`src/rtl/conv1d_stream_engine_if.sv`:
```
// Result stream carrying one signed convolution output plus its position index
// and end-of-row marker from the engine to a downstream consumer.
interface conv1d_stream_engine_if #(
    parameter int ACC_W = 18,
    parameter int IDX_W = 5
) ();
    // A beat transfers on a rising edge where valid && ready; once valid is high,
    // data/idx/last stay stable and valid stays high until that transfer happens.
    logic                    valid;
    logic                    ready;
    logic signed [ACC_W-1:0] data;
    logic [IDX_W-1:0]        idx;
    logic                    last;

    modport master (output valid, output data, output idx, output last, input ready);
    modport slave  (input valid, input data, input idx, input last, output ready);
endinterface

```
`src/rtl/conv1d_stream_engine.sv`:
```
// 1-D signed convolution over one captured pixel row with a runtime kernel,
// optional stride-2 and ReLU, streamed out through a 2-stage multiply/add pipeline.
module conv1d_stream_engine #(
    parameter int DATA_W  = 8,
    parameter int ROW_LEN = 32,
    parameter int K       = 3,
    parameter int ACC_W   = 2*DATA_W + $clog2(K),
    parameter int IDX_W   = $clog2(ROW_LEN)
) (
    input  logic                      i_clk,
    input  logic                      i_rst_n,
    input  logic                      i_start,
    input  logic [ROW_LEN*DATA_W-1:0] i_pixel_row_data,
    input  logic [K*DATA_W-1:0]       i_kernel_in,
    input  logic                      i_stride2,
    input  logic                      i_relu_en,
    output logic                      o_busy,
    output logic                      o_done,
    output logic [1:0]                o_dbg_state,
    conv1d_stream_engine_if.master    o_out
);

    localparam int PROD_W  = 2*DATA_W;
    localparam int NOUT_S1 = ROW_LEN - K + 1;
    localparam int NOUT_S2 = (ROW_LEN - K)/2 + 1;

    typedef enum logic [1:0] {
        ST_IDLE = 2'd0,
        ST_RUN  = 2'd1,
        ST_DONE = 2'd2
    } state_t;

    state_t                    r_state;
    logic signed [DATA_W-1:0]  r_pix  [ROW_LEN];
    logic signed [DATA_W-1:0]  r_kern [K];
    logic                      r_stride2;
    logic                      r_relu;
    logic [IDX_W-1:0]          r_p;
    logic                      r_issuing;

    logic                      r_s1_valid;
    logic signed [PROD_W-1:0]  r_prod [K];
    logic [IDX_W-1:0]          r_s1_idx;
    logic                      r_s1_last;

    logic                      r_out_valid;
    logic signed [ACC_W-1:0]   r_out_data;
    logic [IDX_W-1:0]          r_out_idx;
    logic                      r_out_last;
    logic                      r_busy;
    logic                      r_done;

    logic                      w_adv;
    logic                      w_xfer;
    logic                      w_accept;
    logic [IDX_W-1:0]          w_last_p;
    logic [IDX_W:0]            w_base;
    logic signed [DATA_W-1:0]  w_tap  [K];
    logic signed [PROD_W-1:0]  w_prod [K];
    logic signed [ACC_W-1:0]   w_sum;
    logic signed [ACC_W-1:0]   w_res;

    // The whole pipeline, including the issue counter, moves only when the
    // output register is empty or being drained this cycle.
    assign w_adv    = !r_out_valid || o_out.ready;
    assign w_xfer   = r_out_valid && o_out.ready;
    assign w_accept = (r_state == ST_IDLE) && i_start;
    assign w_last_p = r_stride2 ? IDX_W'(NOUT_S2 - 1) : IDX_W'(NOUT_S1 - 1);
    assign w_base   = r_stride2 ? {r_p, 1'b0} : {1'b0, r_p};

    always_comb begin
        for (int j = 0; j < K; j++) begin
            int pos;
            pos      = int'(w_base) + j;
            w_tap[j] = (pos < ROW_LEN) ? r_pix[pos] : '0;
            w_prod[j] = PROD_W'(r_kern[j]) * PROD_W'(w_tap[j]);
        end
    end

    always_comb begin
        w_sum = '0;
        for (int j = 0; j < K; j++) begin
            w_sum = w_sum + ACC_W'(r_prod[j]);
        end
        w_res = (r_relu && w_sum[ACC_W-1]) ? '0 : w_sum;
    end

    // Operand and product payload registers carry no reset; their valids do.
    always_ff @(posedge i_clk) begin
        if (w_accept) begin
            for (int i = 0; i < ROW_LEN; i++) begin
                r_pix[i] <= i_pixel_row_data[i*DATA_W +: DATA_W];
            end
            for (int j = 0; j < K; j++) begin
                r_kern[j] <= i_kernel_in[j*DATA_W +: DATA_W];
            end
        end
        if ((r_state == ST_RUN) && w_adv && r_issuing) begin
            for (int j = 0; j < K; j++) begin
                r_prod[j] <= w_prod[j];
            end
        end
    end

    always_ff @(posedge i_clk) begin
        if (!i_rst_n) begin
            r_state     <= ST_IDLE;
            r_stride2   <= 1'b0;
            r_relu      <= 1'b0;
            r_p         <= '0;
            r_issuing   <= 1'b0;
            r_s1_valid  <= 1'b0;
            r_s1_idx    <= '0;
            r_s1_last   <= 1'b0;
            r_out_valid <= 1'b0;
            r_out_data  <= '0;
            r_out_idx   <= '0;
            r_out_last  <= 1'b0;
            r_busy      <= 1'b0;
            r_done      <= 1'b0;
        end else begin
            case (r_state)
                ST_IDLE: begin
                    r_done <= 1'b0;
                    if (i_start) begin
                        r_state   <= ST_RUN;
                        r_busy    <= 1'b1;
                        r_stride2 <= i_stride2;
                        r_relu    <= i_relu_en;
                        r_p       <= '0;
                        r_issuing <= 1'b1;
                    end
                end
                ST_RUN: begin
                    if (w_adv) begin
                        r_s1_valid <= r_issuing;
                        if (r_issuing) begin
                            r_s1_idx  <= r_p;
                            r_s1_last <= (r_p == w_last_p);
                            r_p       <= r_p + 1'b1;
                            if (r_p == w_last_p) begin
                                r_issuing <= 1'b0;
                            end
                        end
                        r_out_valid <= r_s1_valid;
                        if (r_s1_valid) begin
                            r_out_data <= w_res;
                            r_out_idx  <= r_s1_idx;
                            r_out_last <= r_s1_last;
                        end
                    end
                    if (w_xfer && r_out_last) begin
                        r_state <= ST_DONE;
                        r_done  <= 1'b1;
                    end
                end
                ST_DONE: begin
                    r_state <= ST_IDLE;
                    r_done  <= 1'b0;
                    r_busy  <= 1'b0;
                end
                default: begin
                    r_state <= ST_IDLE;
                end
            endcase
        end
    end

    assign o_busy      = r_busy;
    assign o_done      = r_done;
    assign o_dbg_state = r_state;
    assign o_out.valid = r_out_valid;
    assign o_out.data  = r_out_data;
    assign o_out.idx   = r_out_idx;
    assign o_out.last  = r_out_last;

endmodule

```
`src/flat_wrapper.sv`:
```
// flat-port wrapper written by rule: the top's interface ports become plain ports
module conv1d_stream_engine_flat 
#(
    parameter int DATA_W  = 8,
    parameter int ROW_LEN = 32,
    parameter int K       = 3,
    parameter int ACC_W   = 2*DATA_W + $clog2(K),
    parameter int IDX_W   = $clog2(ROW_LEN)
)
  (i_clk, i_rst_n, i_start, i_pixel_row_data, i_kernel_in, i_stride2, i_relu_en, o_busy, o_done, o_dbg_state, o_out_valid, o_out_data, o_out_idx, o_out_last, o_out_ready);
  conv1d_stream_engine_if #(.ACC_W(ACC_W), .IDX_W(IDX_W)) o_out_i ();
  input  logic i_clk;
  input  logic i_rst_n;
  input  logic i_start;
  input  logic [ROW_LEN*DATA_W-1:0] i_pixel_row_data;
  input  logic [K*DATA_W-1:0] i_kernel_in;
  input  logic i_stride2;
  input  logic i_relu_en;
  output logic o_busy;
  output logic o_done;
  output logic [1:0] o_dbg_state;
  output wire logic [$bits(o_out_i.valid)-1:0] o_out_valid;
  output wire logic [$bits(o_out_i.data)-1:0] o_out_data;
  output wire logic [$bits(o_out_i.idx)-1:0] o_out_idx;
  output wire logic [$bits(o_out_i.last)-1:0] o_out_last;
  input wire logic [$bits(o_out_i.ready)-1:0] o_out_ready;
  assign o_out_valid = o_out_i.valid;
  assign o_out_data = o_out_i.data;
  assign o_out_idx = o_out_i.idx;
  assign o_out_last = o_out_i.last;
  assign o_out_i.ready = o_out_ready;
  conv1d_stream_engine #(.DATA_W(DATA_W), .ROW_LEN(ROW_LEN), .K(K), .ACC_W(ACC_W), .IDX_W(IDX_W)) u_core (.i_clk(i_clk), .i_rst_n(i_rst_n), .i_start(i_start), .i_pixel_row_data(i_pixel_row_data), .i_kernel_in(i_kernel_in), .i_stride2(i_stride2), .i_relu_en(i_relu_en), .o_busy(o_busy), .o_done(o_done), .o_dbg_state(o_dbg_state), .o_out(o_out_i));
endmodule
```
`config.mk`:
```
export PLATFORM = sky130hd
export DESIGN_NAME = conv1d_stream_engine_flat
export DESIGN_NICKNAME = d
export VERILOG_FILES = /design/src/rtl/conv1d_stream_engine_if.sv /design/src/rtl/conv1d_stream_engine.sv /design/src/flat_wrapper.sv
export SDC_FILE = /design/constraint.sdc
export NUM_CORES = 1
export LEC_CHECK = 0
export BUFFER_PORTS_ARGS = -buffer_cell sky130_fd_sc_hd__buf_4
export CELL_PAD_IN_SITES_DETAIL_PLACEMENT = 1
export CELL_PAD_IN_SITES_GLOBAL_PLACEMENT = 2
export CORE_MARGIN = 10
export CORE_UTILIZATION = 45
export DETAILED_ROUTE_END_ITERATION = 12
export GPL_TIMING_DRIVEN = 0
export PLACE_DENSITY = 0.87
export SLEW_MARGIN = 5
export SYNTH_ARGS = -nofsm -noshare
export SYNTH_HDL_FRONTEND = slang
export SYNTH_SLANG_ARGS = --single-unit
```
`constraint.sdc`:
```
create_clock -name i_clk -period 13.7 [get_ports i_clk]
set_input_delay 4.11 -clock i_clk [delete_from_list [all_inputs] [get_ports i_clk]]
set_output_delay 4.11 -clock i_clk [all_outputs]
set_load 0.01 [all_outputs]
```
==> results of run 1 <==
==> layout make-up <==
class                   count  area share [%]
diodes                      1         0.00788
plain buffers              87            1.72
clock buffers              49            3.41
clock inverters            24           0.784
inverters                 261            3.13
multi-input cells        1387            46.5
flip-flops and latches    372            33.8
well taps                 773            3.05
repair buffers            316            7.64
==> worst min-delay path by stage <==
stage | start | endpoint | slack [ns] | cells past startpoint
final | u_core.o_out.data[17] | u_core.o_out.data[17] | 0.46 | 2
after global placement | u_core.o_out.data[17] | u_core.o_out.data[17] | 0.44 | 2
after detailed placement | u_core.o_out.data[17] | u_core.o_out.data[17] | 0.45 | 2
after global routing | u_core.r_s1_idx[1] | u_core.r_s1_idx[1] | 0.49 | 2
after floorplan | u_core.r_s1_idx[0] | u_core.r_s1_idx[0] | 0.44 | 2
after CTS | u_core.o_out.data[17] | u_core.o_out.data[17] | 0.46 | 2
==> critical path, cell delays in order, from the launching register on <==
cell and delay [ns]:
sky130_fd_sc_hd__dfxtp_1 0.44, sky130_fd_sc_hd__buf_6 0.20, sky130_fd_sc_hd__mux2i_4 0.69, sky130_fd_sc_hd__clkbuf_1 0.67
sky130_fd_sc_hd__inv_1 0.19, sky130_fd_sc_hd__ha_1 0.37, sky130_fd_sc_hd__nand2_1 0.21, sky130_fd_sc_hd__xor2_2 0.50
sky130_fd_sc_hd__buf_4 0.41, sky130_fd_sc_hd__buf_4 0.32, sky130_fd_sc_hd__mux4_2 0.60, sky130_fd_sc_hd__a21oi_2 0.53
sky130_fd_sc_hd__or2_1 0.21, sky130_fd_sc_hd__fa_1 0.44, sky130_fd_sc_hd__fa_1 0.54, sky130_fd_sc_hd__inv_1 0.05
sky130_fd_sc_hd__fa_1 0.53, sky130_fd_sc_hd__inv_1 0.06, sky130_fd_sc_hd__fa_1 0.53, sky130_fd_sc_hd__inv_1 0.04
sky130_fd_sc_hd__ha_1 0.31, sky130_fd_sc_hd__o21ai_0 0.14, sky130_fd_sc_hd__a21boi_0 0.27, sky130_fd_sc_hd__o21ai_0 0.12
sky130_fd_sc_hd__nand2b_1 0.14, sky130_fd_sc_hd__a31oi_1 0.14, sky130_fd_sc_hd__o311ai_0 0.79
==> power groups by stage <==
stage | Clock, mW | Sequential, mW | Combinational (mW)
detailed placement | 0 | 1.53 | 2.48
global route | 1.16 | 1.51 | 2.81
CTS | 1.12 | 1.50 | 2.49
finish | 1.11 | 1.50 | 2.47
floorplan | 0 | 1.50 | 1.80
global placement | 0 | 1.54 | 2.37
==> kinds of logic (layout without fill, tap and decap cells) <==
group | after synthesis | after routing
flops | 372 | 372
mux | 358 | 358
other cells | 0 | 1
simple gates | 436 | 436
buf+inv | 348 | 737
fa+ha+maj | 290 | 290
compound gates | 234 | 234
xor+xnor | 69 | 69
==> synth_stat cells, types with 5 or more instances <==
cell type / instances
sky130_fd_sc_hd__nor2_1: 213
sky130_fd_sc_hd__edfxtp_1: 328
sky130_fd_sc_hd__buf_6: 11
sky130_fd_sc_hd__and3_1: 9
sky130_fd_sc_hd__and2_1: 5
sky130_fd_sc_hd__fa_1: 185
sky130_fd_sc_hd__nand2_1: 83
sky130_fd_sc_hd__a21oi_2: 5
sky130_fd_sc_hd__o21a_1: 5
sky130_fd_sc_hd__or2_1: 36
sky130_fd_sc_hd__o211ai_1: 15
sky130_fd_sc_hd__or2_2: 5
sky130_fd_sc_hd__o21ai_0: 44
sky130_fd_sc_hd__a221oi_1: 9
sky130_fd_sc_hd__ha_1: 105
sky130_fd_sc_hd__xnor2_1: 54
sky130_fd_sc_hd__nand2b_1: 16
sky130_fd_sc_hd__mux4_2: 141
sky130_fd_sc_hd__a21oi_1: 46
sky130_fd_sc_hd__xor2_1: 11
sky130_fd_sc_hd__nand4_1: 5
sky130_fd_sc_hd__mux2i_4: 5
sky130_fd_sc_hd__buf_4: 25
sky130_fd_sc_hd__clkbuf_1: 21
sky130_fd_sc_hd__buf_2: 25
sky130_fd_sc_hd__mux2i_1: 185
sky130_fd_sc_hd__inv_1: 257
sky130_fd_sc_hd__nand3_1: 18
sky130_fd_sc_hd__a22oi_1: 19
sky130_fd_sc_hd__nor3_1: 14
sky130_fd_sc_hd__dfxtp_1: 44
sky130_fd_sc_hd__a21o_1: 16
sky130_fd_sc_hd__mux2_2: 23
sky130_fd_sc_hd__a31oi_1: 7
sky130_fd_sc_hd__a211oi_1: 13
sky130_fd_sc_hd__nor2b_1: 11
sky130_fd_sc_hd__nand3b_1: 7
==> metal layers <==
layer	part of all wire, %	GRT usage (%)	routed length, um
met2	49	44.6	45200
met3	7.9	5.66	7280
met4	4.4	10.7	4070
met1	39	31.2	35400
met5	0.012	0	11
==> registers in the layout, summed over array words and instances, names as in the netlist, 2 cells and up <==
signal and count:
u_core.r_pix 256, u_core.o_dbg_state 2, u_core.r_p 5, u_core.o_out.data 18
u_core.r_kern 24, u_core.r_prod 48, u_core.o_out.idx 5, u_core.r_s1_idx 5
==> stage by stage <==
step	instance area, um^2	std cells	util (%)	hold WS [ns]
6_report	31700	3270	53.6	0.461
5_1_grt	31700	3269	53.6	0.493
4_1_cts	31700	3269	53.6	0.462
3_5_place_dp	30400	3196	51.3	0.454
3_3_place_gp	30300	3193	51.2	0.444
2_1_floorplan	27000	2107	-	0.436
==> cell usage in the layout (no fill, tap or decap), types with 13 or more instances in the layout <==
| master | n |
|---|---|
| sky130_fd_sc_hd__a22oi_1 | 19 |
| sky130_fd_sc_hd__fa_1 | 185 |
| sky130_fd_sc_hd__nand2_1 | 83 |
| sky130_fd_sc_hd__inv_1 | 256 |
| sky130_fd_sc_hd__o21ai_0 | 44 |
| sky130_fd_sc_hd__o211ai_1 | 15 |
| sky130_fd_sc_hd__a21oi_1 | 46 |
| sky130_fd_sc_hd__mux4_2 | 141 |
| sky130_fd_sc_hd__mux2_2 | 23 |
| sky130_fd_sc_hd__xnor2_1 | 54 |
| sky130_fd_sc_hd__nand3_1 | 18 |
| sky130_fd_sc_hd__mux2i_1 | 185 |
| sky130_fd_sc_hd__or2_1 | 36 |
| sky130_fd_sc_hd__a211oi_1 | 13 |
| sky130_fd_sc_hd__buf_4 | 338 |
| sky130_fd_sc_hd__a21o_1 | 16 |
| sky130_fd_sc_hd__clkbuf_16 | 41 |
| sky130_fd_sc_hd__nor2_1 | 213 |
| sky130_fd_sc_hd__edfxtp_1 | 328 |
| sky130_fd_sc_hd__clkbuf_1 | 25 |
| sky130_fd_sc_hd__dfxtp_1 | 44 |
| sky130_fd_sc_hd__nor3_1 | 14 |
| sky130_fd_sc_hd__nand2b_1 | 16 |
| sky130_fd_sc_hd__buf_2 | 25 |
| sky130_fd_sc_hd__ha_1 | 105 |
==> results by stage, run 1 <==
Clocking:
- The clock passes through at most 3 buffers.
- The clock latency at the later pin of the worst-skew pair is 0.62 ns.
- Clock tree synthesis inserted a total of 41 buffers.
- The total setup buffers inserted after CTS is 0.
- Clock-pin slew was measured on the worst setup and hold paths at 0.06 ns.
- The cell sitting at the root of the clock tree is a sky130_fd_sc_hd__clkbuf_16.
- For this design, the CTS-stage hold fixing added 0 buffers.
- The number of cells upsized or downsized after cts is 0.
- The tree built by TritonCTS fans out to 372 sinks.
- The TritonCTS clock tree is done.
- The maximum level of the CTS H-tree is 2.

Detailed routing:
- The average routed wire per standard cell is 28.1 um.
- The detail-routed via count per cell is 5.94.
- After detailed routing, the number of remaining DRC violations is 0.
- After the first detailed-routing iteration, the DRC count stood at 1,573.
- The count of nets left with antenna violations once routing finished came out at 0.
- The first detailed-routing pass ran for 5 iterations.
- The aggregate routed wire length is 92,000 um.
- The number of vias after detailed routing is 19,400.

Timing:
- The post-layout worst setup margin is 3.89 ns.
- The headroom to the max-slew limit is 17.7%.
- The number of hold violations in the final report is 0.
- The count of final setup violators is 0.
- The clock skew after layout is 0.0645 ns.
- The routed design could run at a clock period as short as 9.81 ns.
- The top achievable clock speed is 102 MHz.
- Summed over all failing endpoints, the final setup total negative slack is 0 ns.
- Setup repair after global routing left no endpoint under its margin.
- For the pin with the worst max-slew slack, the measured transition is 1.23 ns.
- The period utilization is 71.6%.
- The max-slew violation total from the final report came to 0.

Worst setup path:
- STA classifies the critical path startpoint as a register.
- STA classifies the critical path endpoint as a register.
- Tracing the worst setup path back leads to its startpoint at u_core.r_stride2.
- The termination of the worst setup path is u_core.r_prod[0][30].
- In this run the critical register-to-register path is captured at u_core.r_prod[0][30].
- The cell count of the worst reg-to-reg path is 26.
- Data arrives at the worst endpoint at 10.06 ns.
- The worst register-to-register path has a setup slack of 3.89 ns.
- The biggest fanout along the worst timing path is 10.
- The source of the worst register-to-register timing path is u_core.r_stride2.
- At the worst endpoint, the required time is 13.94 ns.
- The critical path start-end classification is register to register.

Power:
- The leakage power summed over all cells is 13.0 nW.
- Dividing total power by cell area gives a power density of 160 mW/mm^2.
- The worst-case vdd ir drop is 0.0000976 V.
- The power consumption is 5.08 mW.
- The fraction of power consumed by sequential logic is 29.6%.
- The power share of the combinational group is 48.6%.
- The proportion of total power due to net switching is 38.4%.
- The portion of total power attributed to the clock network is 21.8%.
- For this design the total switching power over the nets is 1.95 mW.
- The internal power of the cells is 3.13 mW.

Placement:
- The detailed placer's ending HPWL is 73,400 um.
- The placer's final routability congestion estimate is 0.931.
- In this run the tool buffered the top-level ports with 313 buffer cells.
- The post-placement worst setup slack is 4.07 ns.

Synthesis:
- The area fraction in compound gates after synthesis is 6.13%.
- The Yosys step of the flow raised 0 warnings.
- The largest total area in the synthesized netlist belongs to sky130_fd_sc_hd__edfxtp_1.
- Of the synthesized area, sequential elements account for 39.7%.
- The multiplexer share of the synthesized area is 20.2%.
- The share of synthesized flip-flops with an asynchronous set or reset is 0%.
- For this run, the leading register cell type out of synthesis is sky130_fd_sc_hd__edfxtp_1.
- The number of register bits inferred by synthesis is 372.
- The adder and majority cell fraction of the synthesized area is 18.6%.
- The share of the synthesized area in the top cell type is 36.5%.
- After synthesis the cells add up to 0.0270 mm^2.
- The number of enable flip-flop cells after synthesis is 328.
- The main combinational cell family by area after synthesis is multiplexers.
- The net count after synthesis is 2,683.
- The xor/xnor share of the synthesized area is 2.39%.
- The synthesized netlist devotes 7.32% of its cell area to simple gates.
- Ranked by total cell area, the synthesized netlist is headed by sky130_fd_sc_hd__edfxtp_1 (36%), sky130_fd_sc_hd__fa_1 (14%), sky130_fd_sc_hd__mux4_2 (12%), sky130_fd_sc_hd__mux2i_1 (6.9%), sky130_fd_sc_hd__ha_1 (4.9%).
- The distinct cell type count after synthesis is 82.
- The synthesized area per cell is 12.8 um^2.
- The cell count after synthesis is 2,107.

Run status:
- The flow ran to the end, and the final reports show no timing, DRC or antenna violations.

Layout:
- Across the whole layout, storage elements account for 0.0107 mm^2.
- Cells with a size suffix above 1 make up 25.7% of the layout.
- Summing all multi-input logic gate instances after layout gives 0.0148 mm^2.
- After the last flow step, the layout net total stands at 3,042.
- The filler cell count in the final layout is 6,067.
- From synthesis to final layout, the design area changed by 17.5%.

Floorplanning:
- In this run the count of I/O pins placed on the die edge is 315.
- The floorplan step defined a core boundary enclosing 0.0592 mm^2.
- Measured along the y axis, the die boundary spans 265 um.
- The initial standard-cell utilization of the core is 45.6%.
- The width of the die is 265 um.
- The die covers 0.0702 mm^2.
- Row generation in the floorplan step produced 89 rows.

Job:
- Max-cap violations in this run came to 0.

Worst hold path:
- The kind of path behind the tightest hold check is register to register.

Global route:
- The number of global-route vias before repair is 21,400.
- The initial antenna violation count came to 1.
- The wire length of the first global-routing pass is 137,000 um.
- Entering global routing, the biggest net connects 129 pins.
- For this run the aggregate overflow at the end of global routing stands at 0.
- The total global-route track usage is 25.9%.
No activity file was read; power rests on OpenSTA's default activity.
==> run 2: changes to the inputs <==
--- a/config.mk
+++ b/config.mk
@@ -9,10 +9,10 @@
 export CELL_PAD_IN_SITES_DETAIL_PLACEMENT = 1
 export CELL_PAD_IN_SITES_GLOBAL_PLACEMENT = 2
 export CORE_MARGIN = 10
-export CORE_UTILIZATION = 45
+export CORE_UTILIZATION = 37
 export DETAILED_ROUTE_END_ITERATION = 12
 export GPL_TIMING_DRIVEN = 0
-export PLACE_DENSITY = 0.87
+export PLACE_DENSITY = 0.76
 export SLEW_MARGIN = 5
 export SYNTH_ARGS = -nofsm -noshare
 export SYNTH_HDL_FRONTEND = slang
==> constraint.sdc (replaced) <==
create_clock -name i_clk -period 8.92 [get_ports i_clk]
set_input_delay 2.676 -clock i_clk [delete_from_list [all_inputs] [get_ports i_clk]]
set_output_delay 2.676 -clock i_clk [all_outputs]
set_load 0.01 [all_outputs]
==> results by stage, run 2 (synthesized netlist as in run 1, its figures left out) <==
Clocking:
- The number of buffers added by the clock tree synthesis step is 45 (+9.8%).
- The TritonCTS clock tree is done.
- The clock latency at the later pin of the worst-skew pair was 0.61 ns (about the same).
- The maximum level of the CTS H-tree was 2 (unchanged).
- The largest buffer count on any clock path is 3 (unchanged).
- The number of buffers inserted for hold repair after clock tree synthesis is 0 (unchanged).
- The count of clock tree sinks is 372 (unchanged).
- In this run the clock root is driven by a sky130_fd_sc_hd__clkbuf_16.
- The clock transition at the register clock pins on the worst setup and hold paths after CTS is 0.06 ns (about the same).

Power:
- The internal power of the cells is 5.00 mW (+60%).
- The switching power total is 3.03 mW (+55%).
- The total power divided by cell area was 249 mW/mm^2 (+55%).
- The proportion of total power due to net switching came to 37.8% (-0.68 points).
- The portion of total power attributed to the clock network is 23.6% (+1.8 points).
- The leakage power summed over all cells is 13.2 nW (+1.0%).
- The fraction of power consumed by sequential logic was 28.7% (-0.9 points).
- The worst-case vdd ir drop is 0.000162 V (+66%).
- The power share of the combinational group was 47.8% (-0.8 points).

Layout:
- The signed area change from the synthesized netlist to the final layout is 19.7%.
- The filler cell count in the final layout is 7,566 (+25%).
- The layout cell share with drive strength beyond 1 is 26.6% (+0.87 points).
- The largest registers in the layout are u_core.r_pix (256), u_core.r_prod (48), u_core.r_kern (24).
- The net count of the finished layout is 3,053 (+0.36%).
- The area of all placed cells without fillers is 0.0323 mm^2 (+1.8%).
- The antenna diode instance count is 0 (-1).
- The total area of sequential cells is 0.0107 mm^2 (unchanged).
- Ranked by flip-flop count, first place goes to u_core.r_pix.
- The area taken by multi-input logic gates is 0.0148 mm^2 (+0.44%).
- The number of flip-flops under the largest register name was 256 (unchanged).
- In the layout the commonest cells are sky130_fd_sc_hd__buf_4 (342), sky130_fd_sc_hd__edfxtp_1 (328), sky130_fd_sc_hd__inv_1 (256).
- Leaving out fill and tap cells, the most frequent cell in the layout is sky130_fd_sc_hd__buf_4.

Global route:
- The global-route congestion overflow total was 0 (unchanged).
- The total global-route track usage is 21.9% (-4.0 points).
- The wire length of the first global-routing pass came to 140,000 um (+1.6%).
- The initial antenna violation count is 1 (unchanged).
- The number of global-route vias before repair is 21,200 (-1.0%).
- The maximum number of pins on one net before global-route repair was 49 (-62%).

Timing:
- The headroom to the max-slew limit was 16.3% (-1.5 points).
- The final total negative setup slack is 0 ns (unchanged).
- Setup repair after global routing left no endpoint under its margin.
- The period utilization is 95.8% (+24 points).
- The worst hold margin came to 0.459 ns (-0.00185 ns).
- The number of hold violations in the final report is 0 (unchanged).
- The count of final setup violators is 0 (unchanged).
- The worst-margin pin slew came to 1.26 ns (+0.0220 ns).
- The minimum clock period came to 8.54 ns (-1.27 ns).
- The clock skew after layout is 0.0201 ns (-0.0445 ns).
- The max-slew violation total from the final report is 0 (unchanged).
- The top achievable clock speed is 117 MHz (+15%).

Worst hold path:
- The tightest min-delay check is of the register to register type.
- The worst hold path stage count came to 2 (unchanged).

Detailed routing:
- The total DRC errors in the routed layout is 0 (unchanged).
- The count of nets left with antenna violations after detail routing came to 0 (unchanged).
- The initial detailed-routing violation count came to 1,327 (-16%).
- The average routed wire per standard cell is 27.2 um (-3.4%).
- The aggregate routed wire length is 94,300 um (+2.5%).
- The first-pass iteration count of the detailed router is 5 (unchanged).
- The number of vias after detailed routing is 19,100 (-1.6%).
- The detail-routed via count per cell is 5.51 (-7.3%).

Placement:
- The detailed placer's ending HPWL was 75,900 um (+3.4%).
- The area after detailed placement is 0.0307 mm^2 (+0.97%).
- The quantity of I/O buffers inserted on ports is 313 (unchanged).
- The placer's final routability congestion estimate is 0.907 (-2.5%).

Worst setup path:
- For this design, the slowest cell found on the critical path is sky130_fd_sc_hd__fa_1.
- The kind of start point of the critical path is a register.
- The cell count of the worst reg-to-reg path was 29 (+12%).
- The endpoint arrival time on the critical path is 8.85 ns (-1.21 ns).
- STA classifies the critical path endpoint as a register.
- The critical path start-end classification is register to register.
- The biggest fanout along the worst timing path is 19 (+9).
- The delay of the slowest cell on the worst path is 0.61 ns (-0.18 ns).
- The data required time of the critical path came to 9.23 ns (-4.71 ns).

Floorplanning:
- The initial standard-cell utilization of the core came to 37.2% (-8.4 points).
- The core area came to 0.0727 mm^2 (+23%).
- The cell row count was 99 (+11%).
- The width of the die came to 290 um (+9.5%).
- The area of the die came to 0.0842 mm^2 (+20%).
- The vertical die dimension is 290 um (+9.5%).
- The I/O pin count is 315 (unchanged).

Run status:
- The run finished with clean final reports.

Job:
- The number of maximum-capacitance violations was 0 (unchanged).
run 2: cell count changes in the layout (fill, tap and decap cells not counted), sizes merged:
cell	before	now
diode	1	0
buf	382	390
inv	262	260
clkinv	18	19
bufinv	2	5
clkinvlp	3	7
clkbuf	70	72
run 2: power groups by stage:
stage	registers, mW	clock network (mW)	logic (mW)
floorplan	2.30	0	2.76
global placement	2.35	0	3.69
detailed placement	2.34	0	3.83
CTS	2.31	1.93	3.90
global route	2.32	2.00	4.36
finish	2.31	1.89	3.84
run 2: area by class of cell:
type	count	share of cell area [%]
plain buffers	85	1.66
flip-flops and latches	372	33.2
multi-input cells	1387	45.8
inverters	261	3.06
clock inverters	30	1.09
well taps	959	3.71
repair buffers	325	7.82
clock buffers	52	3.65
run 2: final timing paths:
check                           from                   end  slack, ns
setup / recovery       u_core.r_p[1]  u_core.r_prod[0][31]       0.38
hold / removal    u_core.r_s1_idx[0]    u_core.r_s1_idx[0]       0.46
setup reg to reg       u_core.r_p[1]  u_core.r_prod[0][31]       0.38
hold reg to reg   u_core.r_s1_idx[0]    u_core.r_s1_idx[0]       0.46
run 2: layer usage:
metal | vias up | GRT usage, % | part of all wire [%]
met5 | - | 0 | 0.014
met1 | 9820 | 27.1 | 40
met3 | 169 | 4.53 | 7.3
met4 | 2 | 7.71 | 3.6
met2 | 784 | 37.6 | 49
li1 | 8338 | - | -
run 2: through the flow:
stage          utilization [%]  power, mW  setup WS, ns  std cells
3_3_place_gp              42.0       6.04         -1.02       3379
5_1_grt                   44.5       8.67       0.00457       3471
4_1_cts                   44.4       8.13        0.0224       3468
2_1_floorplan                -       5.06          1.27       2107
6_report                  44.5       8.03         0.379       3471
3_5_place_dp              42.2       6.17         -1.19       3386
run 2: critical path: cells and delay by family, from the launching register on:
kind	cells	cell delay, ns
buf+inv	10	1.80
fa+ha+maj	6	2.90
mux	2	0.68
flops	1	0.40
xor+xnor	2	0.44
simple gates	4	1.04
compound gates	5	0.90
run 2: what timing repair did:
action,CTS,global route
buffers inserted,1,4
resized for setup,6,8
setup endpoints to repair,12,8
pin swaps,2,4
==> run 3: changes to the inputs <==
==> constraint.sdc (replaced) <==
create_clock -name i_clk -period 7.1 [get_ports i_clk]
set_input_delay 2.13 -clock i_clk [delete_from_list [all_inputs] [get_ports i_clk]]
set_output_delay 2.13 -clock i_clk [all_outputs]
set_load 0.01 [all_outputs]
==> results by stage, run 3 (synthesized netlist as in run 1, its figures left out) <==
Worst setup path:
- The type of element capturing the critical path is a register.
- The slowest stage of the critical path is the sky130_fd_sc_hd__mux4_2 cell.
- The kind of start point of the critical path is a register.
- The data required time of the critical path is 7.39 ns (-1.84 ns).
- The endpoint arrival time on the critical path is 7.30 ns (-1.55 ns).
- The critical path start-end classification is register to register.
- The biggest fanout along the worst timing path is 10 (-9).
- The delay of the slowest cell on the worst path is 0.55 ns (-0.06 ns).

Global route:
- The global-route congestion overflow total is 0 (unchanged).
- The maximum number of pins on one net before global-route repair was 55 (+12%).
- The wire length of the first global-routing pass came to 141,000 um (+0.73%).
- The initial antenna violation count is 2 (+1).
- The number of global-route vias before repair is 21,600 (+1.8%).
- The total global-route track usage is 22.0% (+0.062 points).

Detailed routing:
- The total length of routed met2 wires is 47,300 um (+2.4%).
- The average routed wire per standard cell is 27.0 um (-0.60%).
- The wire length the detailed router placed on met1 is 37,600 um (-0.49%).
- The initial detailed-routing violation count is 1,240 (-6.6%).
- The aggregate routed wire length came to 95,900 um (+1.7%).
- The routed wire length on met3 is 7390 um (+7.1%).
- The topmost layer with routed signal wires is met5.
- The number of vias after detailed routing is 19,500 (+2.2%).
- The first-pass iteration count of the detailed router is 5 (unchanged).
- The detail-routed via count per cell came to 5.50 (-0.12%).
- The total DRC errors in the routed layout is 0 (unchanged).
- The count of nets left with antenna violations after detail routing came to 0 (unchanged).

Timing:
- Setup repair after global routing could not meet its margin everywhere.
- The clock skew after layout is 0.0637 ns (+0.0436 ns).
- The top achievable clock speed is 143 MHz (+22%).
- The count of final setup violators came to 0 (unchanged).
- The number of hold violations in the final report is 0 (unchanged).
- The final total negative setup slack is 0 ns (unchanged).
- The period utilization is 98.7% (+3.0 points).
- The max-slew violation total from the final report was 0 (unchanged).
- The worst-margin pin slew is 1.03 ns (-0.228 ns).
- The minimum clock period is 7.01 ns (-1.53 ns).
- The headroom to the max-slew limit is 31.5% (+15 points).

Clocking:
- The clock transition at the register clock pins on the worst setup and hold paths after CTS came to 0.06 ns (about the same).
- The clock latency at the later pin of the worst-skew pair came to 0.63 ns (+0.02 ns).
- The largest buffer count on any clock path is 3 (unchanged).
- The maximum level of the CTS H-tree came to 2 (unchanged).
- TritonCTS built the clock tree.
- The count of clock tree sinks came to 372 (unchanged).
- The number of buffers added by the clock tree synthesis step is 45 (unchanged).
- Clock tree synthesis selected as its root buffer the cell sky130_fd_sc_hd__clkbuf_16.

Layout:
- In the final layout, the registers with the most flip-flops are u_core.r_pix (256), u_core.r_prod (48), u_core.r_kern (24).
- The layout cell share with drive strength beyond 1 is 32.0% (+5.4 points).
- The net count of the finished layout is 3,129 (+2.5%).
- The most common cell after layout, fill and taps aside is sky130_fd_sc_hd__buf_4.
- The total area of sequential cells came to 0.0107 mm^2 (about the same).
- Leaving out fill and tap cells, the most frequent cells in the layout are sky130_fd_sc_hd__buf_4 (381), sky130_fd_sc_hd__edfxtp_1 (328), sky130_fd_sc_hd__inv_1 (244).
- The number of flip-flops under the largest register name is 256 (unchanged).
- The area taken by multi-input logic gates is 0.0154 mm^2 (+3.7%).
- The filler cell count in the final layout is 7,491 (-0.99%).
- u_core.r_pix holds more flip-flops than any other register.
- The area growth from synthesis to layout is 26.2%.

Power:
- The total power divided by cell area came to 310 mW/mm^2 (+25%).
- The power consumption is 10.6 mW (+32%).
- The worst-case vdd ir drop came to 0.000194 V (+20%).
- The leakage power summed over all cells is 13.9 nW (+5.3%).

Floorplanning:
- The cell row count is 99 (unchanged).
- The width of the die is 290 um (unchanged).
- The area of the die is 0.0842 mm^2 (unchanged).
- The vertical die dimension is 290 um (unchanged).
- The initial standard-cell utilization of the core is 37.2% (unchanged).
- The I/O pin count was 315 (unchanged).
- The core area is 0.0727 mm^2 (unchanged).

Worst hold path:
- The kind of path behind the tightest hold check is register to register.

Placement:
- The quantity of I/O buffers inserted on ports was 313 (unchanged).
- The detailed placer's ending HPWL is 75,400 um (-0.60%).
- The placer's final routability congestion estimate was 0.892 (-1.7%).

Job:
- The number of maximum-capacitance violations was 0 (unchanged).

Run status:
- The run finished with clean final reports.
run 3: cell count changes in the layout (fill, tap and decap cells not counted), sizes merged:
| cell | previous run | this run |
|---|---|---|
| buf | 390 | 464 |
| bufinv | 5 | 4 |
| clkbuf | 72 | 74 |
| clkinv | 19 | 24 |
| clkinvlp | 7 | 2 |
| diode | 0 | 2 |
| inv | 260 | 262 |
run 3: repair_timing:
| item | in CTS | in global routing |
|---|---|---|
| pin swaps | 49 | 54 |
| endpoints found under the setup margin | 32 | 15 |
| gates resized for setup | 165 | 95 |
| hold buffers | 0 | 0 |
| gates cloned | 0 | 1 |
| buffers inserted | 46 | 34 |
run 3: per-stage QoR:
| step | worst slack (ns) | instance area [um^2] | hold WS (ns) | cells | util [%] |
|---|---|---|---|---|---|
| after floorplan | 0.00805 | 27100 | 0.436 | 2107 | - |
| after global placement | -2.24 | 30600 | 0.445 | 3379 | 42.1 |
| after detailed placement | -2.36 | 30800 | 0.460 | 3387 | 42.3 |
| after CTS | 0.0000515 | 33400 | 0.468 | 3515 | 46.0 |
| after global routing | -0.0873 | 34100 | 0.497 | 3548 | 46.9 |
| final | 0.0910 | 34100 | 0.464 | 3550 | 46.9 |
run 3: cell type report:
cell class / count / area share, %
Clock buffer: 52 / 3.45
Timing Repair Buffer: 402 / 9.83
Tap cell: 959 / 3.52
Clock inverter: 31 / 0.983
Multi-Input combinational cell: 1387 / 45.1
Buffer: 84 / 2.70
Inverter: 261 / 2.94
Antenna cell: 2 / 0.0147
Sequential cell: 372 / 31.5
run 3: final timing paths:
| check | start | to | slack [ns] | depth (start not counted) |
|---|---|---|---|---|
| worst max-delay path | u_core.r_stride2 | u_core.r_prod[0][31] | 0.09 | 26 |
| worst min-delay path | u_core.r_s1_idx[0] | u_core.r_s1_idx[0] | 0.46 | 2 |
| worst max register to register | u_core.r_stride2 | u_core.r_prod[0][31] | 0.09 | 26 |
| worst min register to register | u_core.r_s1_idx[0] | u_core.r_s1_idx[0] | 0.46 | 2 |
run 3: metal layers:
layer,GRT usage [%],up-vias
met5,0,-
met4,8.06,4
met3,5.54,208
met2,37.4,854
met1,26.6,9965
li1,-,8494
run 3: power by group:
group          internal [mW]  total, mW  leakage (nW)  switching [mW]
clock                   1.36       2.35         0.740           0.989
combinational           2.45       5.34          9.69            2.89
sequential              2.76       2.90          3.46           0.138
total                   6.57       10.6          13.9            4.02
run 3: critical path: cells and delay by family (launching register included):
kind                       cells  cell delay (ns)
adders and majority gates      6             2.50
AOI/OAI and AO/OA              5             1.54
buffers and inverters          8             0.77
and+or+nand+nor                4             0.67
muxes                          2             0.64
DFF                            1             0.38
xor gates and xnor gates       1             0.19
